==> config.mk <==
export PLATFORM = sky130hd
export DESIGN_NAME = mbgd_batch_seq_flat
export DESIGN_NICKNAME = d
export VERILOG_FILES = /design/src/rtl/mbgd_batch_seq_pkg.sv /design/src/rtl/mbgd_batch_seq_if.sv /design/src/rtl/mbgd_batch_seq_tag_pipe.sv /design/src/rtl/mbgd_batch_seq.sv /design/src/flat_wrapper.sv
export SDC_FILE = /design/constraint.sdc
export NUM_CORES = 1
export LEC_CHECK = 0
export ABC_AREA = 1
export CORE_MARGIN = 5
export CORE_UTILIZATION = 58
export CTS_CLUSTER_DIAMETER = 150
export DETAILED_ROUTE_END_ITERATION = 8
export DONT_BUFFER_PORTS = 1
export PLACE_DENSITY = 0.74
export REMOVE_ABC_BUFFERS = 1
export SLEW_MARGIN = 5
export SYNTH_ARGS = -nofsm -noshare
export SYNTH_HDL_FRONTEND = slang
export SYNTH_SLANG_ARGS = --single-unit
==> constraint.sdc <==
create_clock -name clk -period 1.85 [get_ports clk]
set_input_delay 0.37 -clock clk [delete_from_list [all_inputs] [get_ports clk]]
set_output_delay 0.37 -clock clk [all_outputs]
set_load 0.02 [all_outputs]
==> src/rtl/mbgd_batch_seq_pkg.sv <==
// Shared types and constants for the MBGD mini-batch sequencer.
// No logic, so no latency.
// No handshakes; only widths, the state encoding and the pipeline tag format.
package mbgd_pkg;

  localparam int unsigned DW        = 8;          // hypothesis / sample element width
  localparam int unsigned BATCH_MAX = 16;         // largest mini-batch
  localparam int unsigned ADDR_W    = 4;          // log2(BATCH_MAX)
  localparam int unsigned N         = ADDR_W;     // short alias used by datapath code
  localparam int unsigned PIPE_LAT  = 3;          // enabled cycles from sample in to h out
  localparam int unsigned CNT_W     = ADDR_W + 1; // counters reach BATCH_MAX without wrapping

  typedef enum logic [1:0] {
    ST_IDLE  = 2'd0,
    ST_RUN   = 2'd1,
    ST_DRAIN = 2'd2,
    ST_DONE  = 2'd3
  } state_e;

  // One tag travels alongside each datapath slot; bubbles carry valid=0.
  typedef struct packed {
    logic              valid;
    logic [ADDR_W-1:0] idx;
  } tag_t;

  // Requested batch length limited to what the sample register file holds.
  function automatic logic [CNT_W-1:0] clamp_len(input logic [CNT_W-1:0] len);
    logic [CNT_W-1:0] w_max;
    w_max = CNT_W'(BATCH_MAX);
    return (len > w_max) ? w_max : len;
  endfunction

endpackage

==> src/rtl/mbgd_batch_seq_if.sv <==
// Bundle of control, sample-address and hypothesis handshake signals.
// Pure wiring, no latency.
// h_valid/h_ready is the only back-pressured channel; everything else is level.
interface mbgd_batch_seq_if;

  logic                          start;
  logic [mbgd_pkg::ADDR_W:0]     batch_len;
  logic                          abort;
  logic [mbgd_pkg::ADDR_W-1:0]   smp_addr;
  logic                          dp_enable;
  logic                          teta_lock;
  logic [mbgd_pkg::DW-1:0]       h_in;
  logic                          h_valid;
  logic                          h_ready;
  logic [mbgd_pkg::DW-1:0]       h_out;
  logic [mbgd_pkg::ADDR_W-1:0]   h_idx;
  logic                          busy;
  logic                          done;

  // Sequencer side.
  modport master (
    input  start, batch_len, abort, h_in, h_ready,
    output smp_addr, dp_enable, teta_lock, h_valid, h_out, h_idx, busy, done
  );

  // Controller / datapath / downstream side.
  modport slave (
    output start, batch_len, abort, h_in, h_ready,
    input  smp_addr, dp_enable, teta_lock, h_valid, h_out, h_idx, busy, done
  );

endinterface

==> src/rtl/mbgd_batch_seq_tag_pipe.sv <==
// Tag shift register mirroring the datapath stages (valid + sample index).
// DEPTH enabled cycles from i_tag to o_tag.
// Shifts only while i_en is high, so it stalls in lock-step with the datapath.
module mbgd_tag_pipe
  import mbgd_pkg::*;
#(
  parameter int unsigned DEPTH = PIPE_LAT
) (
  input  logic clk,
  input  logic resetn,
  input  logic i_en,
  input  logic i_clr,
  input  tag_t i_tag,
  output tag_t o_tag
);

  tag_t r_stage [DEPTH];

  // Shift on enable; synchronous clear drops every in-flight tag at once.
  always_ff @(posedge clk or negedge resetn) begin
    if (!resetn) begin
      for (int i = 0; i < int'(DEPTH); i++) r_stage[i] <= '0;
    end else if (i_clr) begin
      for (int i = 0; i < int'(DEPTH); i++) r_stage[i] <= '0;
    end else if (i_en) begin
      r_stage[0] <= i_tag;
      for (int i = 1; i < int'(DEPTH); i++) r_stage[i] <= r_stage[i-1];
    end
  end

  assign o_tag = r_stage[DEPTH-1];

endmodule

==> src/rtl/mbgd_batch_seq.sv <==
// Mini-batch sequencer: walks samples, drives datapath enable, tags each h with its index.
// Sample k's h is valid PIPE_LAT enabled cycles after it is addressed; done one cycle after the last h.
// h_valid & !h_ready freezes the whole datapath (dp_enable low); nothing is dropped or duplicated.
module mbgd_batch_seq
  import mbgd_pkg::*;
(
  input  logic             clk,
  input  logic             resetn,
  mbgd_batch_seq_if.master bus
);

  localparam logic [1:0] S_IDLE  = ST_IDLE;
  localparam logic [1:0] S_RUN   = ST_RUN;
  localparam logic [1:0] S_DRAIN = ST_DRAIN;
  localparam logic [1:0] S_DONE  = ST_DONE;

  logic [1:0]       r_state;
  logic [1:0]       w_state_nxt;
  logic [CNT_W-1:0] r_len;
  logic [CNT_W-1:0] r_issue_cnt;
  logic [CNT_W-1:0] r_out_cnt;

  logic [CNT_W-1:0] w_len_req;
  logic [CNT_W-1:0] w_len_last;
  logic             w_accept;
  logic             w_busy;
  logic             w_stall;
  logic             w_enable;
  logic             w_hs;
  logic             w_last_issue;
  logic             w_last_out;
  tag_t             w_tag_in;
  tag_t             w_tag_out;

  assign w_len_req  = clamp_len(bus.batch_len);
  assign w_len_last = r_len - CNT_W'(1);
  assign w_accept   = (r_state == S_IDLE) && bus.start && !bus.abort;

  assign w_busy   = (r_state == S_RUN) || (r_state == S_DRAIN);
  assign w_stall  = w_tag_out.valid && !bus.h_ready;
  assign w_enable = w_busy && !w_stall;
  assign w_hs     = w_tag_out.valid && bus.h_ready;

  // The last sample leaves RUN in the cycle it is actually pushed into the pipe.
  assign w_last_issue = (r_state == S_RUN) && w_enable && (r_issue_cnt == w_len_last);
  // Only the final accepted h can close the batch; earlier samples drain beforehand.
  assign w_last_out   = (r_state == S_DRAIN) && w_hs && (r_out_cnt == w_len_last);

  // RUN feeds real samples, DRAIN feeds bubbles so the tail reaches the output.
  always_comb begin
    w_tag_in       = '0;
    w_tag_in.valid = (r_state == S_RUN);
    w_tag_in.idx   = (r_state == S_RUN) ? r_issue_cnt[ADDR_W-1:0] : '0;
  end

  mbgd_tag_pipe #(
    .DEPTH (PIPE_LAT)
  ) u_tag_pipe (
    .clk    (clk),
    .resetn (resetn),
    .i_en   (w_enable),
    .i_clr  (bus.abort),
    .i_tag  (w_tag_in),
    .o_tag  (w_tag_out)
  );

  // Next-state: abort wins everywhere, start only counts in IDLE.
  always_comb begin
    w_state_nxt = r_state;
    case (r_state)
      S_IDLE: begin
        if (w_accept) w_state_nxt = (w_len_req == '0) ? S_DONE : S_RUN;
      end
      S_RUN: begin
        if (bus.abort)         w_state_nxt = S_IDLE;
        else if (w_last_issue) w_state_nxt = S_DRAIN;
      end
      S_DRAIN: begin
        if (bus.abort)       w_state_nxt = S_IDLE;
        else if (w_last_out) w_state_nxt = S_DONE;
      end
      S_DONE:  w_state_nxt = S_IDLE;
      default: w_state_nxt = S_IDLE;
    endcase
  end

  // State register.
  always_ff @(posedge clk or negedge resetn) begin
    if (!resetn) r_state <= S_IDLE;
    else         r_state <= w_state_nxt;
  end

  // Batch length latch plus issue/output counters; length is frozen after acceptance.
  always_ff @(posedge clk or negedge resetn) begin
    if (!resetn) begin
      r_len       <= '0;
      r_issue_cnt <= '0;
      r_out_cnt   <= '0;
    end else if (r_state == S_IDLE) begin
      if (w_accept) begin
        r_len       <= w_len_req;
        r_issue_cnt <= '0;
        r_out_cnt   <= '0;
      end
    end else if (bus.abort) begin
      r_len       <= '0;
      r_issue_cnt <= '0;
      r_out_cnt   <= '0;
    end else begin
      // The index stops at len-1 so smp_addr keeps pointing at the last sample in DRAIN.
      if ((r_state == S_RUN) && w_enable && !w_last_issue)
        r_issue_cnt <= r_issue_cnt + CNT_W'(1);
      if (w_hs)
        r_out_cnt <= r_out_cnt + CNT_W'(1);
    end
  end

  assign bus.smp_addr  = w_busy ? r_issue_cnt[ADDR_W-1:0] : '0;
  assign bus.dp_enable = w_enable;
  assign bus.teta_lock = w_busy;
  assign bus.busy      = w_busy;
  assign bus.done      = (r_state == S_DONE);
  assign bus.h_valid   = w_tag_out.valid;
  assign bus.h_idx     = w_tag_out.valid ? w_tag_out.idx : '0;
  assign bus.h_out     = w_tag_out.valid ? bus.h_in : '0;

endmodule

==> src/flat_wrapper.sv <==
// flat-port wrapper written by rule: the top's interface ports become plain ports
module mbgd_batch_seq_flat import mbgd_pkg::*;
  (clk, resetn, bus_start, bus_batch_len, bus_abort, bus_h_in, bus_h_ready, bus_smp_addr, bus_dp_enable, bus_teta_lock, bus_h_valid, bus_h_out, bus_h_idx, bus_busy, bus_done);
  mbgd_batch_seq_if bus_i ();
  input  logic clk;
  input  logic resetn;
  input wire logic [$bits(bus_i.start)-1:0] bus_start;
  input wire logic [$bits(bus_i.batch_len)-1:0] bus_batch_len;
  input wire logic [$bits(bus_i.abort)-1:0] bus_abort;
  input wire logic [$bits(bus_i.h_in)-1:0] bus_h_in;
  input wire logic [$bits(bus_i.h_ready)-1:0] bus_h_ready;
  output wire logic [$bits(bus_i.smp_addr)-1:0] bus_smp_addr;
  output wire logic [$bits(bus_i.dp_enable)-1:0] bus_dp_enable;
  output wire logic [$bits(bus_i.teta_lock)-1:0] bus_teta_lock;
  output wire logic [$bits(bus_i.h_valid)-1:0] bus_h_valid;
  output wire logic [$bits(bus_i.h_out)-1:0] bus_h_out;
  output wire logic [$bits(bus_i.h_idx)-1:0] bus_h_idx;
  output wire logic [$bits(bus_i.busy)-1:0] bus_busy;
  output wire logic [$bits(bus_i.done)-1:0] bus_done;
  assign bus_i.start = bus_start;
  assign bus_i.batch_len = bus_batch_len;
  assign bus_i.abort = bus_abort;
  assign bus_i.h_in = bus_h_in;
  assign bus_i.h_ready = bus_h_ready;
  assign bus_smp_addr = bus_i.smp_addr;
  assign bus_dp_enable = bus_i.dp_enable;
  assign bus_teta_lock = bus_i.teta_lock;
  assign bus_h_valid = bus_i.h_valid;
  assign bus_h_out = bus_i.h_out;
  assign bus_h_idx = bus_i.h_idx;
  assign bus_busy = bus_i.busy;
  assign bus_done = bus_i.done;
  mbgd_batch_seq u_core (.clk(clk), .resetn(resetn), .bus(bus_i));
endmodule
## After elaboration in Yosys (flattened, before gate mapping)

Cells that the tools add are included.

| storage, ports and cells | value |
|---|---|
| register bits after elaboration | 32 |
| input bits | 18 |
| output and inout port bits | 21 |
| logic and storage cells | 71 |

| cells by class | value |
|---|---|
| add/subtract/negate cells | 3 |
| order comparisons | 1 |
| equality and inequality tests | 8 |
| multiplexer cells | 24 |
| reductions and logical operators | 25 |

Operators by type and width:

| cell | number |
|---|---|
| $mux W5 | 11 |
| $mux W15 | 2 |
| $mux W2 | 6 |
| $mux W4 | 3 |
| $add A5 B1 Y5 const B | 2 |
| $eq A5 B5 Y1 | 2 |
| $logic_and A1 B1 Y1 | 10 |
| $mux W8 | 1 |
| $pmux W2 S4 | 1 |
| $ne A3 B2 Y1 const B | 2 |
| $reduce_and A2 Y1 | 3 |
| $reduce_bool A3 Y1 | 2 |
| $gt A5 B5 Y1 const B | 1 |
| $logic_not A5 Y1 | 1 |
| $sub A5 B1 Y5 const B | 1 |
| $eq A2 B2 Y1 const B | 2 |
| $logic_not A1 Y1 | 4 |
| $reduce_bool A2 Y1 | 2 |
| $reduce_and A3 Y1 | 1 |
| $eq A2 B1 Y1 const B | 1 |
| $logic_not A2 Y1 | 1 |
| $ne A2 B1 Y1 const B | 1 |
| $logic_or A1 B1 Y1 | 1 |

## Depth between registers and ports, before layout

| depth | value |
|---|---|
| depth after elaboration | 11 |
| gate-level depth with buffers | 13 |
| depth with buffers taken out | 13 |

## Modules after synthesis

Synthesis repeated with hierarchy kept, for this count alone.

| unflattened totals | value |
|---|---|
| cell total of the unflattened synthesis | 299 |
| area total of the unflattened synthesis | 2120.8 um2 |

By module, submodules not included:

| module | times used | cells each | area an instance (um2) | sequential area each (um2) |
|---|---|---|---|---|
| mbgd_batch_seq | 1 | 228 | 1462.7 | 425.4 |
| mbgd_tag_pipe | 1 | 71 | 658.1 | 375.4 |

## Worst setup path after synthesis

Ideal clock, no wire load.

| path | value |
|---|---|
| path kind | reg-to-reg |
| start | register u_core.r_state[0] |
| end | register u_core.r_state[0] |
| setup time | 0.117 ns |
| data arrival time | 1.561 ns |
| data required time | 1.733 ns |
| path slack | 0.172 ns |
| stages on the path, launching flop included | 10 |
| path buffers | 0 |
| period minus slack after synthesis | 1.678 ns |
| cell sequence | dfrtp_1 inv_1 ha_1 o21ai_2 inv_2 nand3_1 nand2_2 nand3_1 nand2_1 nand2_1 |

| on the way | value |
|---|---|
| word-level cells in the longest chain between the ends | 7 |
| elaborated cells on any way between the ends | 17 |
| those cells by class | 6 x eq/ne; 1 x mux; 10 x reduce/logical |

RTL lines:

| what | line | text |
|---|---|---|
| from (decl) | mbgd_batch_seq.sv:17 | `logic [1:0] r_state;` |
| from (signal assigned) | mbgd_batch_seq.sv:90 | `else r_state <= w_state_nxt;` |
| $eq A2 B1 Y1 / $eq A2 B2 Y1 (equally long branches) | mbgd_batch_seq.sv:39 | `assign w_busy = (r_state == S_RUN) \|\| (r_state == S_DRAIN);` |
| $logic_or A1 B1 Y1 (*) | mbgd_batch_seq.sv:39 |  |
| net bus_busy | flat_wrapper.sv:18 | `output wire logic [$bits(bus_i.busy)-1:0] bus_busy;` |
| $logic_and A1 B1 Y1 (*) | mbgd_batch_seq.sv:41 | `assign w_enable = w_busy && !w_stall;` |
| net bus_dp_enable | flat_wrapper.sv:13 | `output wire logic [$bits(bus_i.dp_enable)-1:0] bus_dp_enable;` |
| $logic_and A1 B1 Y1 (*) (2 in a row) | mbgd_batch_seq.sv:45 | `assign w_last_issue = (r_state == S_RUN) && w_enable && (r_issue_cnt == w_len_last);` |
| $ne A3 B2 Y1 (no line) (*) | - |  |
| $reduce_and A3 Y1 (no line) (*) | - |  |

Mark *: on every way through the listed nets, which the timed path passes. The rest lies on a longest branch.
A chain may end at the register's enable or synchronous reset.

## Worst setup path in the final report

| path | value |
|---|---|
| start | register u_core.r_state[1] |
| end | output bus_smp_addr[3] |

| on the way | value |
|---|---|
| word-level cells in the longest chain between the ends | 3 |
| elaborated cells on any way between the ends | 4 |
| those cells by class | 2 x eq/ne; 1 x mux; 1 x reduce/logical |

RTL lines:

| what | line | text |
|---|---|---|
| $eq A2 B1 Y1 / $eq A2 B2 Y1 (equally long branches) | mbgd_batch_seq.sv:39 |  |
| $logic_or A1 B1 Y1 (*) | mbgd_batch_seq.sv:39 |  |
| $mux W4 (*) | mbgd_batch_seq.sv:118 | `assign bus.smp_addr = w_busy ? r_issue_cnt[ADDR_W-1:0] : '0;` |
| to (decl) | flat_wrapper.sv:12 | `output wire logic [$bits(bus_i.smp_addr)-1:0] bus_smp_addr;` |

Every way passes the cells marked *; elsewhere a longest branch is shown, timed or not.

==> flow_summary.toml <==
[drt]
drc_errors = 0
drtIter0Drc = 142
vias_per_cell = 5.22
wl_per_cell_um = 13.3
wl_met2_mm = 2.10
met3RoutedLength_um = 243
routed_wl_mm = 4.43
vias = 1739
first_pass_iters = 4
top_layer = "met4"
ant_nets = 0
wl_met1_mm = 2.03

[synthesis]
synthAdderAreaFrac = 0.0448
synth_xor_area_frac = 0
synthMuxAreaShare = 0
synth_top_family_by_area = "simple AND/OR/NAND/NOR gates"
yosysWarnings = 0
synth_cell_types = 26
netlist_area_um2 = 1950
syn_avg_cell_area_um2 = 7.26
yosys_register_bits = 32
synth-seq-area-share = 0.410
yosys.area_share.simple = 0.294
synth-compound-area-share = 0.119
syn_inst = 269

[die]
initial_core_util = 0.590
core_um2 = 3310
die_h_um = 68.0
ios = 39
die_w_um = 68.0
rows = 21
dieArea_um2 = 4630

[layout]
final_cell_mix = "59 x nand2_1, 50 x inv_1, 32 x dfrtp_1, 29 x nand3_1, 18 x nor2_1"
final_area_um2 = 2220
final_common_cell = "nand2_1"
drive_above_1_share = 0.178
area_delta_synth_final_pct = 13.5
nNetsFinal = 311
n_antenna_cell = 0

[critical_path]
crit_buf_inv = 3
cp_cell_sequence = "inv_1 -> ha_4 -> buf_4 -> nand2_1 -> inv_2"
cp.required_ps = 1480
endpoint_kind = "primary output"
path_class = "flop to primary output"
critPathSlowestCell = "dfrtp_1"
slowest_delay_ps = 380
cpLargestDelayFamily = "flip-flops"
r2r_slack_ps = 140
critPathMaxFanout = 5
worst_ep_arrival_time_ps = 1440
cp-start-kind = "flop"
r2r_end = "u_core.r_issue_cnt[3]$_DFFE_PN0P_"
timing.rr.start = "u_core.r_len[1]$_DFFE_PN0P_"
r2r_cells = 13

[sta]
maxSlewHeadroom = 0.827
tightest_slew_ps = 257
hold_viol = 0
period_needed_ps = 1810
report.final.setup_viol = 0
finalClockSkew_ps = 12.7
fmax_mhz = 553
maxSlewViolCount = 0
min_period_over_period = 0.978

[global_routing]
gr-total-overflow = 0
grt_antenna_before_repair = 0
grt_pass1_vias = 1566
grt_pass1_wl_mm = 7.32
track_usage = 0.215
grt_max_degree = 33

[min_path]
hold_path.class = "input port to flop"
min_delay_worst_endpoint = "u_core.u_tag_pipe.o_tag[2]$_DFFE_PN0P_"
hold_start = "bus_abort"
min_delay_path_depth = 1

[cts]
clkLatencyLatePin_ps = 340
path_clk_slew_ps = 100
cts_tree = "done"
clk_path_buf_depth = 2
htree_levels = 2
cts_inserted_buffers = 5
clock_sinks = 32
clock-root-buffer = "clkbuf_4"

[flow_run]
drv_cap = 0

[power_and_ir_drop]
p_leak_nw = 1.18
powerDensity_nw_per_um2 = 1320
ir_drop_mv = 0.763
power_mw = 2.92

[placed_design]
dp_hpwl_mm = 3.31
numPortBuffers = 0
placed_area_um2 = 2060
gp_congestion = 0.898

[status]
outcome = "complete, no violations"
-- through the flow --
step	TNS (ps)	worst slack, ps	hold WS (ps)	cells	util
final	0	40.3	119	333	0.669
after floorplan	0	41.5	74.4	266	-
after CTS	0	3.26	115	331	0.658
after global placement	0	162	75.3	319	0.621
after detailed placement	0	146	75.3	319	0.621
after global routing	-51.1	-15.3	113	333	0.669
-- area by class of cell --
cell class / instances / area [um2]
fill: 283 / 1090
multi-input combinational: 170 / 916
sequential: 32 / 801
inverter: 64 / 240
timing repair buffer: 13 / 125
tap: 46 / 57.6
clock buffer: 6 / 41.3
clock inverter: 2 / 35.0
-- cell usage after synthesis --
library cell / number / area [um2]
inv_1: 54 / 203
a31oi_1: 1 / 6.26
nand3_2: 1 / 10.0
dfrtp_1: 32 / 801
o22ai_1: 11 / 68.8
o21ai_2: 4 / 35.0
nand2_2: 5 / 31.3
nand2_1: 59 / 221
o31ai_1: 2 / 15.0
buf_4: 2 / 15.0
a22o_1: 1 / 8.76
inv_2: 10 / 37.5
nor2_2: 2 / 12.5
a22oi_1: 1 / 7.51
nor3_2: 1 / 10.0
a21oi_1: 5 / 25.0
ha_1: 7 / 87.6
nor2_4: 2 / 22.5
clkbuf_1: 1 / 3.75
nor2_1: 18 / 67.6
nand2_4: 1 / 11.3
nor3b_1: 3 / 22.5
nor3_1: 4 / 20.0
nand3_1: 29 / 145
o21ai_1: 3 / 15.0
o21ai_0: 10 / 50.1
-- worst reg2reg max path, cell delays in order (launching register included) --
cell and delay, ps:
dfrtp_1 360, inv_1 60, ha_2 340, inv_1 50
nand2_1 60, nand2_1 40, nor2_1 100, nand3_1 70
nor2_1 130, nand2_1 80, nand2_2 80, nand2_4 80
nand3_1 80, o21ai_1 60
-- registers in the layout (all words and copies together), names as in the netlist --
register                   count
u_core.r_issue_cnt             5
u_core.r_len                   5
u_core.r_out_cnt               5
u_core.r_state                 2
u_core.u_tag_pipe.o_tag        5
u_core.u_tag_pipe.r_stage     10
-- logic make-up after synthesis --
family	count (synthesis)
and+or+nand+nor	125
buffers and inverters	67
AOI/OAI and AO/OA	38
DFF	32
adders and majority gates	7
-- repair_timing --
item,CTS,global route
hold buffers,2,0
setup endpoints to repair,7,12
cloned,0,0
resized for setup,2,5
hold endpoints to repair,32,0
setup buffers,2,2
-- worst max-delay path by stage --
stage,startpoint,end,slack [ps],depth (start not counted)
floorplan,u_core.r_state[0]$_DFFE_PN0P_,u_core.r_state[0]$_DFFE_PN0P_,40,9
CTS,u_core.r_state[0]$_DFFE_PN0P_,bus_smp_addr[2],3,5
global route,u_core.r_state[1]$_DFFE_PN0P_,bus_smp_addr[0],-20,5
finish,u_core.r_state[1]$_DFFE_PN0P_,bus_smp_addr[3],40,5
global placement,u_core.r_len[1]$_DFFE_PN0P_,u_core.r_state[1]$_DFFE_PN0P_,160,13
detailed placement,u_core.r_state[1]$_DFFE_PN0P_,u_core.r_out_cnt[4]$_DFFE_PN0P_,150,9
-- where the power goes --
part / total [mW] / switching [mW] / leakage [nW] / internal (mW)
sequential: 0.833 / 0.0599 / 0.442 / 0.773
clock: 0.528 / 0.245 / 0.0422 / 0.283
combinational: 1.56 / 0.979 / 0.697 / 0.581
-- layer usage --
metal	GRT usage	vias to the layer above
met2	0.320	51
li1	-	883
met1	0.312	800
met3	0.0411	5
met4	0.0769	0
met5	0	-
Power figures use the tool's default switching activity.
